**config.mk**
```make
export PLATFORM = sky130hd
export DESIGN_NAME = ahb_bus_requester
export DESIGN_NICKNAME = d
export VERILOG_FILES = /design/src/rtl/ahb_req_pkg.sv /design/src/rtl/ahb_req_wait_timer.sv /design/src/rtl/ahb_bus_requester.sv
export SDC_FILE = /design/constraint.sdc
export NUM_CORES = 1
export LEC_CHECK = 0
export CORE_UTILIZATION = 45
export DETAILED_ROUTE_END_ITERATION = 8
export GPL_TIMING_DRIVEN = 0
export PLACE_DENSITY_LB_ADDON = 0.25
export SLEW_MARGIN = 40
export SYNTH_ARGS = -nofsm -noshare
export SYNTH_HDL_FRONTEND = slang
export SYNTH_HIERARCHICAL = 1
export SYNTH_SLANG_ARGS = --single-unit
```
**constraint.sdc**
```tcl
create_clock -name clk -period 2.4 [get_ports clk]
set_clock_uncertainty 0.15 [all_clocks]
set_input_delay 0.6 -clock clk [delete_from_list [all_inputs] [get_ports clk]]
set_output_delay 0.6 -clock clk [all_outputs]
set_load 0.005 [all_outputs]
```
**src/rtl/ahb_req_pkg.sv**
```systemverilog
// Shared AHB requester types: htrans encodings, FSM states, beat size and 1 KB page mask.
package ahb_req_pkg;

    typedef enum logic [1:0] {
        HTRANS_IDLE   = 2'b00,
        HTRANS_BUSY   = 2'b01,
        HTRANS_NONSEQ = 2'b10,
        HTRANS_SEQ    = 2'b11
    } htrans_t;

    typedef enum logic [1:0] {
        ST_IDLE,
        ST_REQ,
        ST_XFER,
        ST_LAST
    } state_t;

    localparam logic [31:0] BEAT_BYTES = 32'd4;
    localparam logic [9:0]  KB_MASK    = 10'h3FF;

    // A burst may not continue SEQ across a 1 KB page, so a page start forces NONSEQ.
    function automatic logic is_kb_start(input logic [31:0] addr);
        return (addr[9:0] & KB_MASK) == 10'h000;
    endfunction

endpackage

```
**src/rtl/ahb_req_wait_timer.sv**
```systemverilog
// Grant-wait counter: synchronous clear, enable, saturates at 16'hFFFF, flags the MAX_WAIT step.
module ahb_req_wait_timer #(
    parameter int MAX_WAIT = 255
) (
    input  logic        clk,
    input  logic        rst,
    input  logic        clr,
    input  logic        en,
    output logic [15:0] cnt,
    output logic        hit_next
);

    localparam logic [16:0] LIMIT = 17'(MAX_WAIT);

    always_ff @(posedge clk or posedge rst) begin
        if (rst) begin
            cnt <= '0;
        end else if (clr) begin
            cnt <= '0;
        end else if (en && (cnt != 16'hFFFF)) begin
            cnt <= cnt + 16'd1;
        end
    end

    // High when the increment taken this cycle makes the count reach MAX_WAIT.
    assign hit_next = (({1'b0, cnt} + 17'd1) >= LIMIT);

endmodule

```
**src/rtl/ahb_bus_requester.sv**
```systemverilog
// AHB bus master requester: arbitrates for the bus and issues 1..16 beat INCR bursts.
// Optional locked transfers are enabled by defining AHB_REQ_LOCK_EN.
module ahb_bus_requester
    import ahb_req_pkg::*;
#(
    parameter int MAX_WAIT = 255
) (
    input  logic        clk,
    input  logic        rst,
    input  logic        cmd_valid,
    output logic        cmd_ready,
    input  logic [31:0] cmd_addr,
    input  logic        cmd_write,
    input  logic [3:0]  cmd_len,
`ifdef AHB_REQ_LOCK_EN
    input  logic        cmd_lock,
    output logic        hlock,
`endif
    output logic        hbusreq,
    input  logic        hgrant,
    input  logic        hready,
    output logic [1:0]  htrans,
    output logic [31:0] haddr,
    output logic        hwrite,
    output logic        done,
    output logic        timeout,
    output logic [15:0] wait_cnt
);

    state_t      state;
    state_t      state_next;
    logic [31:0] addr_q;
    logic        write_q;
    logic [3:0]  rem_q;
    logic        first_q;
    logic        lock_q;

    logic        handshake;
    logic        own;
    logic        grant_lost;
    logic        lock_err;
    logic        tmr_clr;
    logic        tmr_en;
    logic        tmr_hit;

    assign handshake  = (state == ST_IDLE) && cmd_valid;
    assign own        = hgrant && hready;
    // Grant withdrawn while a non-final beat is accepted: that beat completes, the rest wait for re-grant.
    assign grant_lost = (state == ST_XFER) && hready && !hgrant && (rem_q != 4'd0);
    assign lock_err   = grant_lost && lock_q;
    assign tmr_clr    = handshake || (grant_lost && !lock_err);
    assign tmr_en     = (state == ST_REQ) && !own;

    ahb_req_wait_timer #(
        .MAX_WAIT (MAX_WAIT)
    ) u_wait_timer (
        .clk      (clk),
        .rst      (rst),
        .clr      (tmr_clr),
        .en       (tmr_en),
        .cnt      (wait_cnt),
        .hit_next (tmr_hit)
    );

    always_ff @(posedge clk or posedge rst) begin
        if (rst) begin
            state <= ST_IDLE;
        end else begin
            state <= state_next;
        end
    end

    always_comb begin
        state_next = state;
        case (state)
            ST_IDLE: begin
                if (cmd_valid) state_next = ST_REQ;
            end
            ST_REQ: begin
                if (own)          state_next = ST_XFER;
                else if (tmr_hit) state_next = ST_IDLE;
            end
            ST_XFER: begin
                if (hready) begin
                    if (rem_q == 4'd0) state_next = ST_LAST;
                    else if (lock_err) state_next = ST_IDLE;
                    else if (!hgrant)  state_next = ST_REQ;
                end
            end
            ST_LAST: begin
                if (hready) state_next = ST_IDLE;
            end
            default: state_next = ST_IDLE;
        endcase
    end

    always_ff @(posedge clk or posedge rst) begin
        if (rst) begin
            addr_q  <= '0;
            write_q <= 1'b0;
            rem_q   <= '0;
            first_q <= 1'b0;
            lock_q  <= 1'b0;
        end else begin
            case (state)
                ST_IDLE: begin
                    if (cmd_valid) begin
                        addr_q  <= cmd_addr & ~32'h3;
                        write_q <= cmd_write;
                        rem_q   <= cmd_len;
                        first_q <= 1'b1;
`ifdef AHB_REQ_LOCK_EN
                        lock_q  <= cmd_lock;
`else
                        lock_q  <= 1'b0;
`endif
                    end
                end
                ST_XFER: begin
                    if (hready) begin
                        addr_q  <= addr_q + BEAT_BYTES;
                        first_q <= !hgrant;
                        if (rem_q != 4'd0) rem_q <= rem_q - 4'd1;
                    end
                end
                default: ;
            endcase
        end
    end

    always_comb begin
        cmd_ready = 1'b0;
        hbusreq   = 1'b0;
        htrans    = HTRANS_IDLE;
        done      = 1'b0;
        timeout   = 1'b0;
        case (state)
            ST_IDLE: cmd_ready = 1'b1;
            ST_REQ: begin
                hbusreq = 1'b1;
                timeout = !own && tmr_hit;
            end
            ST_XFER: begin
                hbusreq = (rem_q != 4'd0);
                htrans  = (first_q || is_kb_start(addr_q)) ? HTRANS_NONSEQ : HTRANS_SEQ;
                timeout = lock_err;
            end
            ST_LAST: done = hready;
            default: ;
        endcase
    end

    assign haddr  = addr_q;
    assign hwrite = write_q;
`ifdef AHB_REQ_LOCK_EN
    assign hlock  = lock_q && hbusreq;
`endif

endmodule

```
==> impl_metrics.py, run 1 <==
metrics = {
    "power": {
        "switching_share_pct": 42.85,
        "seq_power_share_pct": 31.7,
        "comb_power_share_pct": 56.7,
        "leakagePower_nw": 2.173,
        "p_clk_share_pct": 11.6,
        "p_per_area_mw_per_mm2": 1035,
        "p_int_mw": 3.162,
        "p_sw_mw": 2.370,
        "irDropWorstVdd_v": 0.0006305,
    },
    "critical_path": {
        "path_buf_inv": 2,
        "rr_startpoint": "u_wait_timer/cnt[9]",
        "required_ns": 1.65,
        "path_class": "reg -> out",
        "crit_path_start": "u_wait_timer/cnt[9]",
        "crit_family": "simple AND/OR/NAND/NOR gates",
        "crit_chain": "buf_6 -> nand4_1 -> nor3_4 -> and3_1 -> o22a_1 -> nand4_1 -> and3_1 -> buf_2",
        "cp_slowest_cell": "dfrtp_1",
        "cp_max_fo": 4,
        "crit_path_end_kind": "output port",
        "r2r_slack_ns": -0.11,
        "max_stage_delay_ns": 0.37,
        "startpoint_type": "register",
        "crit_arrival_ns": 2.20,
    },
    "cts": {
        "cts_made_buffers": 5,
        "cts_tree": "done",
        "cts_sinks": 54,
        "cts_max_path_buffers": 2,
        "path_clk_slew_ns": 0.09,
        "insertion_delay_ns": 0.32,
        "cts-hold-fix-buffers": 0,
        "cts_max_level": 2,
        "root_buffer": "clkbuf_8",
    },
    "detailed_routing": {
        "ant_nets": 0,
        "num_vias": 3977,
        "first_pass_iters": 5,
        "drc": 0,
        "totalWireLength_um": 11630,
        "via_per_inst": 5.892,
        "wl_per_cell_um": 17.23,
        "drtIter0Drc": 344,
    },
    "timing": {
        "rsz0062_at_grt": "true",
        "layout_setup_ws_ns": -0.5548,
        "maxSlewViolCount": 0,
        "fin_crit_sh_pct": 123.1,
        "maxSlewHeadroom_pct": 57.51,
        "hold_viol": 0,
        "fin_crit_ns": 2.955,
        "max_freq_ghz": 0.3384,
        "finalSetupTns_ns": -0.7465,
        "worst_slew_pin_slew_ns": 0.6366,
        "setup_violations": 3,
    },
    "yosys": {
        "synth_seq_area_share_pct": 36.54,
        "netlist_instances": 441,
        "synth.avg_cell_area_um2": 8.387,
        "yosysWarnings": 6,
        "ys_types": 64,
        "syn_area_mm2": 0.003699,
        "synth_edf_count": 0,
        "synth_flop_cell": "dfrtp_1",
        "async_reset_ff_share_pct": 100.0,
        "ys_ff_latch": 54,
    },
    "floorplanning": {
        "row_count": 32,
        "die_height_um": 92.66,
        "ios": 97,
        "dieWidth_um": 92.66,
        "initial_core_util_pct": 47.13,
        "die_area_mm2": 0.008586,
        "core_mm2": 0.007848,
    },
    "final_layout": {
        "antenna_cells": 0,
        "syn2layout_area_growth_pct": 44.45,
        "fin_area_mm2": 0.005343,
        "final_cell_count_no_fill": 675,
        "nNetsFinal": 625,
        "drive_gt1_share_pct": 19.55,
    },
    "placement": {
        "gp_congestion": 0.9017,
        "placed_cell_area_mm2": 0.004798,
        "io_buffers": 92,
        "place_inst": 636,
        "dp_hpwl_um": 7929,
    },
    "flow_run": {
        "cap_violations": 0,
    },
    "status": {
        "outcome": "finished, violations left",
        "failed_checks": "negative setup slack",
    },
    "global_route": {
        "grt-ovfl-total": 0,
        "grt_max_degree": 39,
        "grt_pass1_wl_um": 18090,
        "antenna_found_initial": 0,
        "grt_pass1_vias": 3765,
        "grt_usage_pct": 26.45,
    },
    "min_path": {
        "hold_start": "hwrite",
        "worstHoldPathType": "reg -> reg",
    },
}
[logic make-up after synthesis]
logic type                 Yosys count  synth area share, %
and+or+nand+nor                    183                26.05
adders and majority gates           10                3.383
xor gates and xnor gates            17                4.026
muxes                                8                2.267
DFF                                 54                36.54
AOI/OAI and AO/OA                  121                20.70
buffers and inverters               47                6.935
other                                1               0.1014
[synthesized netlist by cell type (all sizes together) (2+ instances only)]
cell type	count	area share [%]
a21oi	44	6.0
or4	3	0.61
xnor2	6	1.4
nand4b	2	0.47
or3	5	0.91
o21ai	26	3.5
nand3b	2	0.41
o211ai	3	0.61
a31oi	2	0.34
a2bb2oi	5	1.2
o22ai	17	2.9
nor3	9	1.6
nand2	41	4.2
and3	9	1.6
clkbuf	17	3.1
xor2	11	2.6
dfrtp	54	37
o31ai	2	0.41
buf	14	2.2
nand3	26	4.3
nand2b	3	0.51
o32ai	3	0.71
nor4	7	1.8
o41ai	3	1.4
mux2	3	0.91
o21a	2	0.41
a22oi	3	0.61
ha	10	3.4
mux2i	5	1.4
inv	15	1.5
nand4	20	3.6
and2	2	0.34
nor2	51	5.2
[worst paths after layout]
check                           cells after the start                  end
worst max-delay path                                8              timeout
worst min-delay path                                1               hwrite
worst max register to register                     10             state[1]
worst min register to register                      1               hwrite
max in group asynchronous                           2  u_wait_timer/cnt[1]
min in group asynchronous                           2            haddr[21]
[layout by cell type (no fill, tap or decap), drive strengths merged, types with 10 or more instances in the layout]
| cell | synthesis | final |
|---|---|---|
| a21oi | 44 | 44 |
| clkdlybuf4s50 | 0 | 87 |
| clkbuf | 17 | 19 |
| ha | 10 | 10 |
| xor2 | 11 | 11 |
| dfrtp | 54 | 54 |
| o22ai | 17 | 17 |
| o21ai | 26 | 26 |
| inv | 15 | 15 |
| nand3 | 26 | 26 |
| buf | 14 | 52 |
| nand2 | 41 | 41 |
| nor2 | 51 | 51 |
| nand4 | 20 | 20 |
[state kept, by name (all words and copies together) (netlist names)]
name,cells
haddr,30
state,2
hwrite,1
u_wait_timer/cnt,16
first_q,1
rem_q,4
[power by group through the flow]
stage | sequential [mW] | clock [mW] | combinational, mW
2_1_floorplan | 1.67 | 0 | 1.61
3_3_place_gp | 1.74 | 0 | 2.66
3_5_place_dp | 1.75 | 0 | 2.73
4_1_cts | 1.73 | 0.658 | 2.95
5_1_grt | 1.80 | 0.688 | 3.41
6_report | 1.75 | 0.643 | 3.14
[per-layer routing]
metal  global-route usage (%)  up-vias  wire (µm)
met3                    4.433       25        901
met4                    8.205        0        230
met2                    42.78      182       5551
met1                    36.20     1904       4947
li1                         -     1866          -
met5                        0        -          0
[what timing repair did]
| item | in CTS | in global routing |
|---|---|---|
| pin swaps | 7 | 11 |
| resized for setup | 36 | 33 |
| endpoints found under the setup margin | 33 | 45 |
| buffers inserted | 15 | 19 |
[metrics by stage]
stage	total power, mW	setup WS, ns	util [%]	hold slack, ns
floorplan	3.273	-0.01153	-	0.3431
global placement	4.399	-0.6194	61.11	0.3421
detailed placement	4.487	-0.6384	61.14	0.3631
CTS	5.342	-0.6544	65.07	0.3892
global route	5.899	-0.6560	68.08	0.4056
finish	5.532	-0.5548	68.08	0.3772
[final cells by class]
| cell class | count | area [µm²] |
|---|---|---|
| buffer | 29 | 244.0 |
| clock buffer | 6 | 82.58 |
| clock inverter | 1 | 30.03 |
| fill | 654 | 2505 |
| inverter | 16 | 75.07 |
| multi-input combinational | 341 | 2246 |
| sequential | 54 | 1359 |
| tap | 102 | 127.6 |
| timing repair buffer | 126 | 1179 |
Power figures use the tool's default switching activity.
==> run 2, diff against run 1 <==
- CAP_MARGIN: default -> 25
==> results of run 2 <==
No change in the layout: final DEF, timing and power equal those of run 1.
